File: src/rtl/alu_b_operand_stage_pkg.sv
// Shared types for the ALU operand-B stage: source and forwarding selectors
// plus the skid-buffer occupancy state.
package alu_src_pkg;

  typedef enum logic [1:0] {
    SRC_REG    = 2'd0,
    SRC_INC    = 2'd1,
    SRC_IMM    = 2'd2,
    SRC_IMM_SH = 2'd3
  } src_b_e;

  typedef enum logic [1:0] {
    FWD_NONE  = 2'd0,
    FWD_EXMEM = 2'd1,
    FWD_MEMWB = 2'd2,
    FWD_RSVD  = 2'd3
  } fwd_e;

  typedef enum logic [1:0] {
    ST_EMPTY = 2'd0,
    ST_ONE   = 2'd1,
    ST_FULL  = 2'd2
  } stage_state_e;

endpackage

File: src/rtl/alu_b_operand_stage_if.sv
// Operand-B stage bus: upstream request (selectors and candidate values)
// and downstream valid/ready operand output.
interface alu_b_operand_stage_if #(
  parameter int unsigned DATA_W = 64
);
  import alu_src_pkg::*;

  logic              in_valid;
  logic              in_ready;
  src_b_e            src_sel;
  fwd_e              fwd_sel;
  logic [DATA_W-1:0] reg_b;
  logic [DATA_W-1:0] fwd_exmem;
  logic [DATA_W-1:0] fwd_memwb;
  logic [DATA_W-1:0] imm_sext;
  logic              out_valid;
  logic              out_ready;
  logic [DATA_W-1:0] out_data;

  // Driver side: decode upstream plus the consuming ALU.
  modport master (
    output in_valid, src_sel, fwd_sel, reg_b, fwd_exmem, fwd_memwb, imm_sext,
    output out_ready,
    input  in_ready, out_valid, out_data
  );

  // Stage side.
  modport slave (
    input  in_valid, src_sel, fwd_sel, reg_b, fwd_exmem, fwd_memwb, imm_sext,
    input  out_ready,
    output in_ready, out_valid, out_data
  );

endinterface

File: src/rtl/alu_b_operand_stage_skid_buffer.sv
// Two-entry skid buffer: M drives the output, S catches one extra operand
// so in_ready depends only on registered state.
module skid_buffer
  import alu_src_pkg::*;
#(
  parameter int unsigned W = 64
) (
  input  logic         clk,
  input  logic         rst,
  input  logic         flush_i,
  input  logic         in_valid_i,
  input  logic [W-1:0] in_data_i,
  output logic         in_ready_o,
  output logic         out_valid_o,
  input  logic         out_ready_i,
  output logic [W-1:0] out_data_o
);

  stage_state_e state_q, state_d;
  logic [W-1:0] m_q, m_d;
  logic [W-1:0] s_q, s_d;
  logic         accept;
  logic         xfer;

  // Handshake outputs come straight from registered state.
  always_comb begin
    in_ready_o  = (state_q != ST_FULL);
    out_valid_o = (state_q != ST_EMPTY);
    out_data_o  = m_q;
    accept      = in_valid_i && in_ready_o;
    xfer        = out_valid_o && out_ready_i;
  end

  // Next occupancy and data movement; flush empties and freezes the data.
  always_comb begin
    state_d = state_q;
    m_d     = m_q;
    s_d     = s_q;
    if (flush_i) begin
      state_d = ST_EMPTY;
    end else begin
      unique case (state_q)
        ST_EMPTY: begin
          if (accept) begin
            state_d = ST_ONE;
            m_d     = in_data_i;
          end
        end
        ST_ONE: begin
          if (accept && xfer) begin
            m_d = in_data_i;
          end else if (accept) begin
            state_d = ST_FULL;
            s_d     = in_data_i;
          end else if (xfer) begin
            state_d = ST_EMPTY;
          end
        end
        ST_FULL: begin
          if (xfer) begin
            state_d = ST_ONE;
            m_d     = s_q;
          end
        end
        default: state_d = ST_EMPTY;
      endcase
    end
  end

  // State and storage registers.
  always_ff @(posedge clk or posedge rst) begin
    if (rst) begin
      state_q <= ST_EMPTY;
      m_q     <= '0;
      s_q     <= '0;
    end else begin
      state_q <= state_d;
      m_q     <= m_d;
      s_q     <= s_d;
    end
  end

endmodule

File: src/rtl/alu_b_operand_stage.sv
// ALU operand-B stage: selects operand B from register/forwarding/PC
// increment/immediate sources and registers it through a skid buffer.
module alu_b_operand_stage
  import alu_src_pkg::*;
#(
  parameter int unsigned DATA_W = 64,
  parameter int unsigned PC_INC = 4,
  parameter int unsigned IMM_SH = 1
) (
  input  logic                  clk,
  input  logic                  reset,
  input  logic                  flush,
  alu_b_operand_stage_if.slave  bus
);

  localparam logic [DATA_W-1:0] INC_VAL = DATA_W'(PC_INC);

  logic [DATA_W-1:0] sel_data;

  // Operand-B source mux; reserved forwarding code falls back to the register value.
  always_comb begin
    sel_data = bus.reg_b;
    unique case (bus.src_sel)
      SRC_REG: begin
        unique case (bus.fwd_sel)
          FWD_EXMEM: sel_data = bus.fwd_exmem;
          FWD_MEMWB: sel_data = bus.fwd_memwb;
          default:   sel_data = bus.reg_b;
        endcase
      end
      SRC_INC:    sel_data = INC_VAL;
      SRC_IMM:    sel_data = bus.imm_sext;
      SRC_IMM_SH: sel_data = bus.imm_sext << IMM_SH;
      default:    sel_data = bus.reg_b;
    endcase
  end

  skid_buffer #(
    .W (DATA_W)
  ) u_skid (
    .clk         (clk),
    .rst         (reset),
    .flush_i     (flush),
    .in_valid_i  (bus.in_valid),
    .in_data_i   (sel_data),
    .in_ready_o  (bus.in_ready),
    .out_valid_o (bus.out_valid),
    .out_ready_i (bus.out_ready),
    .out_data_o  (bus.out_data)
  );

  // Flag use of the reserved forwarding code on an accepted register operand.
  always_ff @(posedge clk) begin
    if (!reset && bus.in_valid && bus.in_ready && bus.src_sel == SRC_REG) begin
      assert (bus.fwd_sel != FWD_RSVD)
        else $warning("alu_b_operand_stage: reserved fwd_sel code used, treated as NONE");
    end
  end

endmodule

File: src/flat_wrapper.sv
// flat-port wrapper written by rule: the top's interface ports become plain ports
module alu_b_operand_stage_flat import alu_src_pkg::*;
#(
  parameter int unsigned DATA_W = 64,
  parameter int unsigned PC_INC = 4,
  parameter int unsigned IMM_SH = 1
)
  (clk, reset, flush, bus_in_valid, bus_src_sel, bus_fwd_sel, bus_reg_b, bus_fwd_exmem, bus_fwd_memwb, bus_imm_sext, bus_out_ready, bus_in_ready, bus_out_valid, bus_out_data);
  alu_b_operand_stage_if #(.DATA_W(DATA_W)) bus_i ();
  input  logic clk;
  input  logic reset;
  input  logic flush;
  input wire logic [$bits(bus_i.in_valid)-1:0] bus_in_valid;
  input wire logic [$bits(bus_i.src_sel)-1:0] bus_src_sel;
  input wire logic [$bits(bus_i.fwd_sel)-1:0] bus_fwd_sel;
  input wire logic [$bits(bus_i.reg_b)-1:0] bus_reg_b;
  input wire logic [$bits(bus_i.fwd_exmem)-1:0] bus_fwd_exmem;
  input wire logic [$bits(bus_i.fwd_memwb)-1:0] bus_fwd_memwb;
  input wire logic [$bits(bus_i.imm_sext)-1:0] bus_imm_sext;
  input wire logic [$bits(bus_i.out_ready)-1:0] bus_out_ready;
  output wire logic [$bits(bus_i.in_ready)-1:0] bus_in_ready;
  output wire logic [$bits(bus_i.out_valid)-1:0] bus_out_valid;
  output wire logic [$bits(bus_i.out_data)-1:0] bus_out_data;
  assign bus_i.in_valid = bus_in_valid;
  assign bus_i.src_sel = bus_src_sel;
  assign bus_i.fwd_sel = bus_fwd_sel;
  assign bus_i.reg_b = bus_reg_b;
  assign bus_i.fwd_exmem = bus_fwd_exmem;
  assign bus_i.fwd_memwb = bus_fwd_memwb;
  assign bus_i.imm_sext = bus_imm_sext;
  assign bus_i.out_ready = bus_out_ready;
  assign bus_in_ready = bus_i.in_ready;
  assign bus_out_valid = bus_i.out_valid;
  assign bus_out_data = bus_i.out_data;
  alu_b_operand_stage #(.DATA_W(DATA_W), .PC_INC(PC_INC), .IMM_SH(IMM_SH)) u_core (.clk(clk), .reset(reset), .flush(flush), .bus(bus_i));
endmodule
File: config.mk
export PLATFORM = sky130hd
export DESIGN_NAME = alu_b_operand_stage_flat
export DESIGN_NICKNAME = d
export VERILOG_FILES = /design/src/rtl/alu_b_operand_stage_pkg.sv /design/src/rtl/alu_b_operand_stage_if.sv /design/src/rtl/alu_b_operand_stage_skid_buffer.sv /design/src/rtl/alu_b_operand_stage.sv /design/src/flat_wrapper.sv
export SDC_FILE = /design/constraint.sdc
export NUM_CORES = 1
export LEC_CHECK = 0
export ABC_AREA = 0
export CORE_ASPECT_RATIO = 1.2
export CORE_MARGIN = 8
export CORE_UTILIZATION = 40
export CTS_CLUSTER_SIZE = 30
export DETAILED_ROUTE_END_ITERATION = 16
export PLACE_DENSITY = 0.75
export SETUP_SLACK_MARGIN = 0.2
export SLEW_MARGIN = 20
export SYNTH_ARGS = -nofsm -noshare
export SYNTH_HDL_FRONTEND = slang
export SYNTH_HIERARCHICAL = 1
export SYNTH_SLANG_ARGS = --single-unit
export TNS_END_PERCENT = 10
File: constraint.sdc
create_clock -name clk -period 5.91 [get_ports clk]
set_clock_uncertainty 0.05 [all_clocks]
set_input_delay 1.182 -clock clk [delete_from_list [all_inputs] [get_ports clk]]
set_output_delay 1.182 -clock clk [all_outputs]
set_load 0.05 [all_outputs]
==> results.py, run 1 <==
metrics = {
    "run_status": {
        "status": "finished clean",
    },
    "timing": {
        "rsz0062_at_grt": "false",
        "setup_viol": 0,
        "fin_setup_tns_ns": 0,
        "fmax_mhz": 263.8,
        "fin_crit_sh_pct": 64.13,
        "tightest_slew_ns": 1.100,
        "hold_violations": 0,
        "relSlewSlack_pct": 26.49,
        "maxSlewViolCount": 0,
        "min_period_ns": 3.790,
    },
    "worst_setup_path": {
        "cp_max_fo": 30,
        "cp-startpoint": "u_core/u_skid/state_q[0]",
        "cp_data_required_time_ns": 4.68,
        "end_kind": "primary output",
        "critPathLaunchType": "flop",
        "crit_type": "flop to primary output",
        "r2r_start": "u_core/u_skid/state_q[1]",
        "ff2ff_path_depth": 3,
        "worstPathArrival_ns": 2.56,
    },
    "power_and_ir_drop": {
        "power.density_nw_per_um2": 303.3,
        "p_int_w": 0.002435,
        "p_seq_share_pct": 33.5,
        "p_comb_share_pct": 36.9,
        "power_w": 0.003670,
        "clockPowerShare_pct": 29.6,
        "ir_drop_v": 0.0001878,
        "switchingPower_w": 0.001235,
        "p_leak_nw": 5.068,
        "p_sw_share_pct": 33.65,
    },
    "finish": {
        "seqCellArea_um2": 3253,
        "fill_cells": 1764,
        "layout_common_cells": "clkdlybuf4s50_1, mux2_2, dfrtp_1, inv_1, a21oi_1",
        "mostFrequentLayoutCell": "clkdlybuf4s50_1",
        "fin_nets": 1288,
        "fin_area_um2": 12100,
        "drive_above_1_share_pct": 23.60,
        "area_growth_pct": 46.43,
        "multi_input_area_um2": 4388,
        "fin_cells": 1300,
        "final_util_pct": 59.75,
    },
    "synthesis": {
        "avgSynthCellArea_um2": 11.14,
        "synth_seq_area_share_pct": 39.36,
        "syn-cell-area_um2": 8264,
        "ys_seq_elements": 130,
        "yosysWarnings": 6,
        "ys_types": 35,
        "synth.top_cells.by_area": "dfrtp_1, mux2_2, a222oi_1",
        "synthCells": 742,
        "yosysTopAreaCellShare_pct": 39.36,
        "yosysTopAreaCell": "dfrtp_1",
        "syn_nets": 1009,
    },
    "clock_network": {
        "cts_tree": "yes",
        "cts_buffers": 17,
        "clk_pin_slew_ns": 0.06,
        "clock_latency_ns": 0.41,
        "cts_max_level": 4,
        "cts_resized": 0,
        "clockBufferDepth": 2,
        "clockRootBuffer": "clkbuf_16",
        "clkSinkCount": 130,
        "hold_buffers": 0,
        "post_cts_buffers": 0,
    },
    "floorplanning": {
        "core_area_um2": 20250,
        "start_util_pct": 40.80,
        "io_pins": 331,
        "die-area_um2": 25540,
        "die_w_um": 147.2,
        "die_h_um": 173.5,
        "rows": 57,
    },
    "placement": {
        "place_area_um2": 11490,
        "place_congestion": 0.8294,
        "io_buffers": 330,
        "hpwlAfterDp_um": 20000,
        "dp_cells": 1267,
    },
    "hold_path": {
        "whs_path_depth": 1,
        "hold_path_startpoint": "u_core/u_skid/out_data_o[30]",
        "min_path_type": "flop to flop",
    },
    "route": {
        "viasPerCell": 5.672,
        "ant_nets": 0,
        "num_vias": 7374,
        "wirelength_um": 27950,
        "dr.pass1.iters": 9,
        "avgRoutedWirePerCell_um": 21.50,
        "highest_layer": "met4",
        "drt_iter0_drc": 626,
        "route.met2.wl_um": 14610,
        "met3_length_um": 2098,
        "drc_errors": 0,
        "wl_met1_um": 10800,
    },
    "global_routing": {
        "grt_pass1_vias": 7710,
        "grt_max_degree": 88,
        "grt_use_total_pct": 21.20,
        "grt_pass1_wl_um": 43040,
        "grt_overflow_total": 0,
        "antenna_found_initial": 0,
    },
    "flow_run": {
        "drv_cap": 0,
    },
}
-- worst paths after layout --
path	end	slack [ns]
max	bus_in_ready	2.12
min	u_core/u_skid/out_data_o[30]	0.44
max reg2reg	u_core/u_skid/s_q[54]	3.62
min reg2reg	u_core/u_skid/out_data_o[30]	0.44
max in group asynchronous	u_core/u_skid/out_data_o[56]	3.42
min in group asynchronous	u_core/u_skid/out_data_o[1]	1.22
-- critical path, stage by stage (launching register included) --
cell and delay [ns]:
dfrtp_1 0.56, nor2b_4 0.07, inv_2 0.56, clkdlybuf4s50_1 0.94
-- cell families (layout without fill, tap and decap cells) --
family                   count (synthesis)  after routing  share of synthesized area, %
buffers and inverters                  116            408                         7.873
AND/OR/NAND/NOR                         74             74                         4.376
multiplexers                           194            194                         26.90
other                                    0              1                             0
flip-flops                             130            130                         39.36
adder cells (fa/ha/maj)                  2              2                        0.3028
AO/OA/AOI/OAI                          226            226                         21.18
-- cell type report --
type | instances | area share [%]
Multi-Input combinational cell | 496 | 36.26
Inverter | 36 | 1.158
Timing Repair Buffer | 340 | 27.87
Antenna cell | 1 | 0.02068
Sequential cell | 130 | 26.88
Clock buffer | 21 | 3.805
Clock inverter | 11 | 1.261
Tap cell | 265 | 2.740
-- metal layers --
metal  global-route usage [%]  vias to the layer above
li1                         -                     3425
met1                    23.87                     3631
met2                    37.54                      290
met3                    6.660                       28
met4                    6.045                        0
met5                        0                        -
-- per-stage QoR --
stage	hold slack (ns)	setup slack [ns]
after global routing	0.4585	1.987
after global placement	0.4186	1.822
after CTS	0.4478	2.077
after floorplan	0.4219	1.209
final	0.4437	2.120
after detailed placement	0.4351	1.819
-- synthesized netlist by cell type --
cell type  count
nor2b_2        1
and2b_2        1
nor2_1         2
mux2i_1        2
nand4bb_2      1
dfrtp_1      130
a22oi_1       31
inv_1         35
or2_2          1
nand3_1       32
a221oi_1      31
o31ai_4        1
buf_4          6
a21oi_1       34
mux2_4        11
buf_1          1
a211o_1       31
nor3_1         1
nor2b_4        1
or3b_2         1
a22o_1        33
o21ba_2        1
nand2_1       32
buf_6         21
o21ai_0        1
clkbuf_1      24
o21ai_1       30
a32oi_1        1
mux2_1         4
inv_2          1
mux2_2       177
ha_1           2
buf_2         28
a222oi_1      32
nor2_2         1
-- flip-flops by register name, summed over array words and instances (netlist names) --
| register | count |
|---|---|
| u_core/u_skid/state_q | 2 |
| u_core/u_skid/out_data_o | 64 |
| u_core/u_skid/s_q | 64 |
-- power groups by stage --
stage               combinational [W]  sequential [W]  clock (W)
floorplan                    0.000495         0.00158          0
global placement              0.00134         0.00123          0
detailed placement            0.00136         0.00124          0
CTS                           0.00136         0.00123    0.00111
global route                  0.00143         0.00126    0.00115
finish                        0.00135         0.00123    0.00109
No activity file was read; power rests on OpenSTA's default activity.
==> inputs of run 2 (changes only) <==
==> constraint.sdc (replaced) <==
create_clock -name clk -period 3.7 [get_ports clk]
set_clock_uncertainty 0.05 [all_clocks]
set_input_delay 0.74 -clock clk [delete_from_list [all_inputs] [get_ports clk]]
set_output_delay 0.74 -clock clk [all_outputs]
set_load 0.05 [all_outputs]
==> results.py, run 2 (synthesis gave the netlist of run 1 again) <==
metrics = {
    "run_status": {
        "status": "finished clean",
    },
    "clock_network": {
        "clockBufferDepth": 2,
        "hold_buffers": 0,
        "cts_tree": "yes",
        "cts_buffers": 17,
        "cts_max_level": 4,
        "clk_pin_slew_ns": 0.06,
        "clockRootBuffer": "clkbuf_16",
        "clock_latency_ns": 0.42,
        "post_cts_buffers": 0,
        "cts_resized": 0,
        "clkSinkCount": 130,
    },
    "timing": {
        "tightest_slew_ns": 1.037,
        "fmax_mhz": 329.7,
        "hold_violations": 0,
        "fin_ws_ns": 0.6667,
        "maxSlewViolCount": 0,
        "rsz0062_at_grt": "false",
        "min_period_ns": 3.033,
        "relSlewSlack_pct": 30.74,
        "fin_setup_tns_ns": 0,
        "fin_crit_sh_pct": 81.98,
        "setup_viol": 0,
    },
    "finish": {
        "mostFrequentLayoutCell": "clkdlybuf4s50_1",
        "layout_common_cells": "clkdlybuf4s50_1, mux2_2, dfrtp_1, inv_1, a21oi_1",
        "drive_above_1_share_pct": 24.30,
        "area_growth_pct": 48.22,
        "fin_nets": 1295,
        "num_antenna_cells": 0,
    },
    "hold_path": {
        "hold_end": "u_core/u_skid/out_data_o[29]",
        "hold_path_startpoint": "u_core/u_skid/out_data_o[29]",
        "min_path_type": "flop to flop",
        "whs_path_depth": 1,
    },
    "placement": {
        "hpwlAfterDp_um": 20710,
        "place_congestion": 0.8118,
        "place_ws_ns": 0.2462,
        "io_buffers": 330,
    },
    "global_routing": {
        "grt_pass1_vias": 7870,
        "grt_overflow_total": 0,
        "grt_busiest_layer": "met2",
        "grt_max_degree": 82,
        "grt.met1_usage_pct": 24.83,
        "grt_use_total_pct": 21.61,
        "grt_use_met2_pct": 37.75,
        "antenna_found_initial": 0,
        "grt_use_met3_pct": 5.824,
        "grt_pass1_wl_um": 43750,
    },
    "worst_setup_path": {
        "rrSetupSlack_ns": 1.66,
        "critPathLaunchType": "input pin",
        "ff2ff_path_depth": 4,
        "crit_chain": "clkdlybuf4s50_1 > inv_1 > ha_2 > buf_12 > a22o_1 > a222oi_1 > o21ai_1 > mux2_1 > mux2_2",
        "reg2reg_to": "u_core/u_skid/s_q[26]",
        "end_kind": "flop",
        "cp_data_required_time_ns": 3.95,
        "cp_max_fo": 35,
        "slowest_stage": "clkdlybuf4s50_1",
        "r2r_start": "u_core/u_skid/state_q[1]",
        "worstPathArrival_ns": 3.28,
        "crit_type": "input pin to flop",
        "critPathBufInv": 3,
        "slowest_delay_ns": 0.49,
        "cp_top_family": "buffers and inverters",
    },
    "route": {
        "ant_nets": 0,
        "drt_iter0_drc": 549,
        "dr.pass1.iters": 8,
        "drc_errors": 0,
        "wirelength_um": 27990,
        "viasPerCell": 5.661,
        "num_vias": 7393,
        "avgRoutedWirePerCell_um": 21.43,
    },
    "flow_run": {
        "drv_cap": 0,
    },
    "floorplanning": {
        "rows": 57,
        "die-area_um2": 25540,
        "die_h_um": 173.5,
        "core_area_um2": 20250,
        "start_util_pct": 40.80,
        "io_pins": 331,
        "die_w_um": 147.2,
    },
    "power_and_ir_drop": {
        "p_leak_nw": 5.140,
        "ir_drop_v": 0.0002994,
        "power.density_nw_per_um2": 484.9,
    },
}
[run 2: changes by cell type in the layout (fill, tap and decap cells not counted), sizes merged]
cell	previous run	this run
inv	38	35
bufinv	3	4
buf	12	19
clkinvlp	3	4
diode	1	0
clkbuf	21	19
clkinv	3	6
[run 2: area by class of cell]
class	instances	area, um^2
Tap cell	265	331.6
Sequential cell	130	3253
Clock inverter	13	183.9
Multi-Input combinational cell	496	4388
Fill cell	1708	8005
Inverter	36	138.9
Timing Repair Buffer	347	3501
Clock buffer	19	452.9
[run 2: how the worst max path moves through the flow]
stage / from / endpoint / slack (ns) / cells after the start
floorplan: bus_fwd_sel[0] / u_core/u_skid/out_data_o[29] / 1.11 / 10
global placement: bus_fwd_sel[0] / u_core/u_skid/out_data_o[51] / 0.26 / 9
detailed placement: bus_fwd_sel[0] / u_core/u_skid/out_data_o[51] / 0.25 / 9
CTS: bus_fwd_sel[0] / u_core/u_skid/out_data_o[51] / 0.67 / 9
global route: bus_fwd_sel[0] / u_core/u_skid/out_data_o[51] / 0.52 / 9
finish: bus_fwd_sel[0] / u_core/u_skid/out_data_o[51] / 0.67 / 9
[run 2: metal layers]
layer  routed length (um)  vias to the layer above
met3                 1786                       43
met2                14550                      272
met1                11050                     3640
met4                  608                        0
li1                     -                     3438
met5                    0                        -
[run 2: power breakdown]
group	switching (W)	internal [W]	total, W	leakage (nW)
clock network	0.000637	0.00116	0.00180	0.305
registers	0.000179	0.00179	0.00196	1.63
logic	0.00116	0.00102	0.00218	3.20
total	0.00198	0.00396	0.00594	5.14
[run 2: per-stage QoR]
stage               cell area, um^2  util (%)  hold slack, ns  power (W)  instances
global route                  12250     60.48          0.4656   0.006211       1306
CTS                           12250     60.48          0.4415   0.005997       1306
finish                        12250     60.48          0.4412   0.005940       1306
detailed placement            11610     57.33          0.4284   0.004173       1274
global placement              11610     57.33          0.4201   0.004121       1274
floorplan                      8268         -          0.4219   0.003311        742
==> inputs of run 3 (changes only) <==
==> constraint.sdc (replaced) <==
create_clock -name clk -period 2.9 [get_ports clk]
set_clock_uncertainty 0.05 [all_clocks]
set_input_delay 0.58 -clock clk [delete_from_list [all_inputs] [get_ports clk]]
set_output_delay 0.58 -clock clk [all_outputs]
set_load 0.05 [all_outputs]
==> results.py, run 3 (synthesis gave the netlist of run 1 again) <==
metrics = {
    "run_status": {
        "status": "finished clean",
    },
    "worst_setup_path": {
        "critPathLaunchType": "flop",
        "cp_data_required_time_ns": 2.27,
        "worstPathArrival_ns": 2.00,
        "rrSetupSlack_ns": 0.86,
        "end_kind": "primary output",
        "cp_max_fo": 7,
        "crit_type": "flop to primary output",
    },
    "global_routing": {
        "grt_overflow_total": 0,
        "grt_pass1_vias": 7861,
        "antenna_found_initial": 0,
        "grt_pass1_wl_um": 43190,
        "grt_max_degree": 70,
        "grt_use_total_pct": 21.27,
    },
    "clock_network": {
        "clkSinkCount": 130,
        "clockRootBuffer": "clkbuf_16",
        "clockBufferDepth": 2,
        "clk_pin_slew_ns": 0.05,
        "clock_latency_ns": 0.42,
        "cts_tree": "yes",
        "cts_resized": 0,
        "cts_max_level": 4,
        "cts_buffers": 17,
        "post_cts_buffers": 0,
        "hold_buffers": 0,
    },
    "flow_run": {
        "drv_cap": 0,
    },
    "floorplanning": {
        "die-area_um2": 25540,
        "rows": 57,
        "core_area_um2": 20250,
        "io_pins": 331,
        "die_w_um": 147.2,
        "start_util_pct": 40.80,
        "die_h_um": 173.5,
    },
    "route": {
        "avgRoutedWirePerCell_um": 20.84,
        "drc_errors": 0,
        "num_vias": 7342,
        "ant_nets": 0,
        "dr.pass1.iters": 9,
        "drt_iter0_drc": 566,
        "wirelength_um": 27590,
        "viasPerCell": 5.545,
    },
    "timing": {
        "fin_ws_ns": 0.2699,
        "relSlewSlack_pct": 48.58,
        "setup_viol": 0,
        "tightest_slew_ns": 0.7695,
        "rsz0062_at_grt": "false",
        "fin_crit_sh_pct": 90.69,
        "fmax_mhz": 380.2,
        "hold_violations": 0,
        "maxSlewViolCount": 0,
        "min_period_ns": 2.630,
    },
    "placement": {
        "place_ws_ns": -0.1058,
        "dp_cells": 1292,
        "place_area_um2": 11880,
        "place_congestion": 0.8645,
        "hpwlAfterDp_um": 20920,
        "io_buffers": 330,
    },
    "finish": {
        "num_antenna_cells": 0,
        "fin_area_um2": 12510,
        "fin_cells": 1324,
        "layout_common_cells": "clkdlybuf4s50_1, mux2_2, dfrtp_1, inv_1, a21oi_1",
        "area_growth_pct": 51.40,
        "fin_nets": 1313,
        "fill_cells": 1690,
        "drive_above_1_share_pct": 25.50,
        "final_util_pct": 61.77,
        "mostFrequentLayoutCell": "clkdlybuf4s50_1",
    },
    "power_and_ir_drop": {
        "p_leak_nw": 5.266,
        "power_w": 0.007587,
        "ir_drop_v": 0.0003970,
        "p_int_w": 0.005079,
        "switchingPower_w": 0.002508,
        "power.density_nw_per_um2": 606.4,
        "p_seq_share_pct": 33.1,
        "clockPowerShare_pct": 29.8,
        "p_sw_share_pct": 33.06,
        "p_comb_share_pct": 37.2,
    },
    "hold_path": {
        "min_path_type": "flop to flop",
    },
}
## run 3: stage by stage
stage          hold WS, ns  setup TNS (ns)
3_3_place_gp        0.4195         -0.7185
4_1_cts             0.4425               0
6_report            0.4457               0
5_1_grt             0.4606               0
3_5_place_dp        0.4298          -1.307
2_1_floorplan       0.4219               0
## run 3: path summary, 6_finish.rpt
| check | start | end | depth (start not counted) |
|---|---|---|---|
| worst max-delay path | u_core/u_skid/state_q[0] | bus_out_valid | 2 |
| worst min-delay path | u_core/u_skid/out_data_o[29] | u_core/u_skid/out_data_o[29] | 1 |
| worst max register to register | u_core/u_skid/state_q[0] | u_core/u_skid/out_data_o[40] | 5 |
| worst min register to register | u_core/u_skid/out_data_o[29] | u_core/u_skid/out_data_o[29] | 1 |
| max in group asynchronous | reset | u_core/u_skid/s_q[35] | 3 |
| min in group asynchronous | reset | u_core/u_skid/out_data_o[2] | 3 |
## run 3: critical path: stages, from the launching register on
cell and delay [ns]:
dfrtp_1 0.50, or2_2 0.35, clkdlybuf4s50_1 0.72
## run 3: power by group through the flow
stage	registers, W	clock network (W)	logic (W)
finish	0.00251	0.00226	0.00282
global route	0.00257	0.00239	0.00299
CTS	0.00251	0.00232	0.00285
detailed placement	0.00253	0	0.00283
global placement	0.00251	0	0.00280
floorplan	0.00322	0	0.00101
## run 3: per-layer routing
layer / wire, um / part of all wire, % / track usage (%)
met2: 14360 / 52 / 37.27
met4: 555 / 2.0 / 7.237
met1: 10790 / 39 / 23.98
met5: 0 / 0 / 0
met3: 1892 / 6.9 / 6.451
## run 3: area by class of cell
type	count	area, um^2	area share (%)
clock buffer	20	446.7	3.570
clock inverter	12	182.7	1.460
inverter	36	138.9	1.110
multi-input combinational	496	4388	35.07
sequential	130	3253	26.00
tap	265	331.6	2.650
timing repair buffer	365	3771	30.14
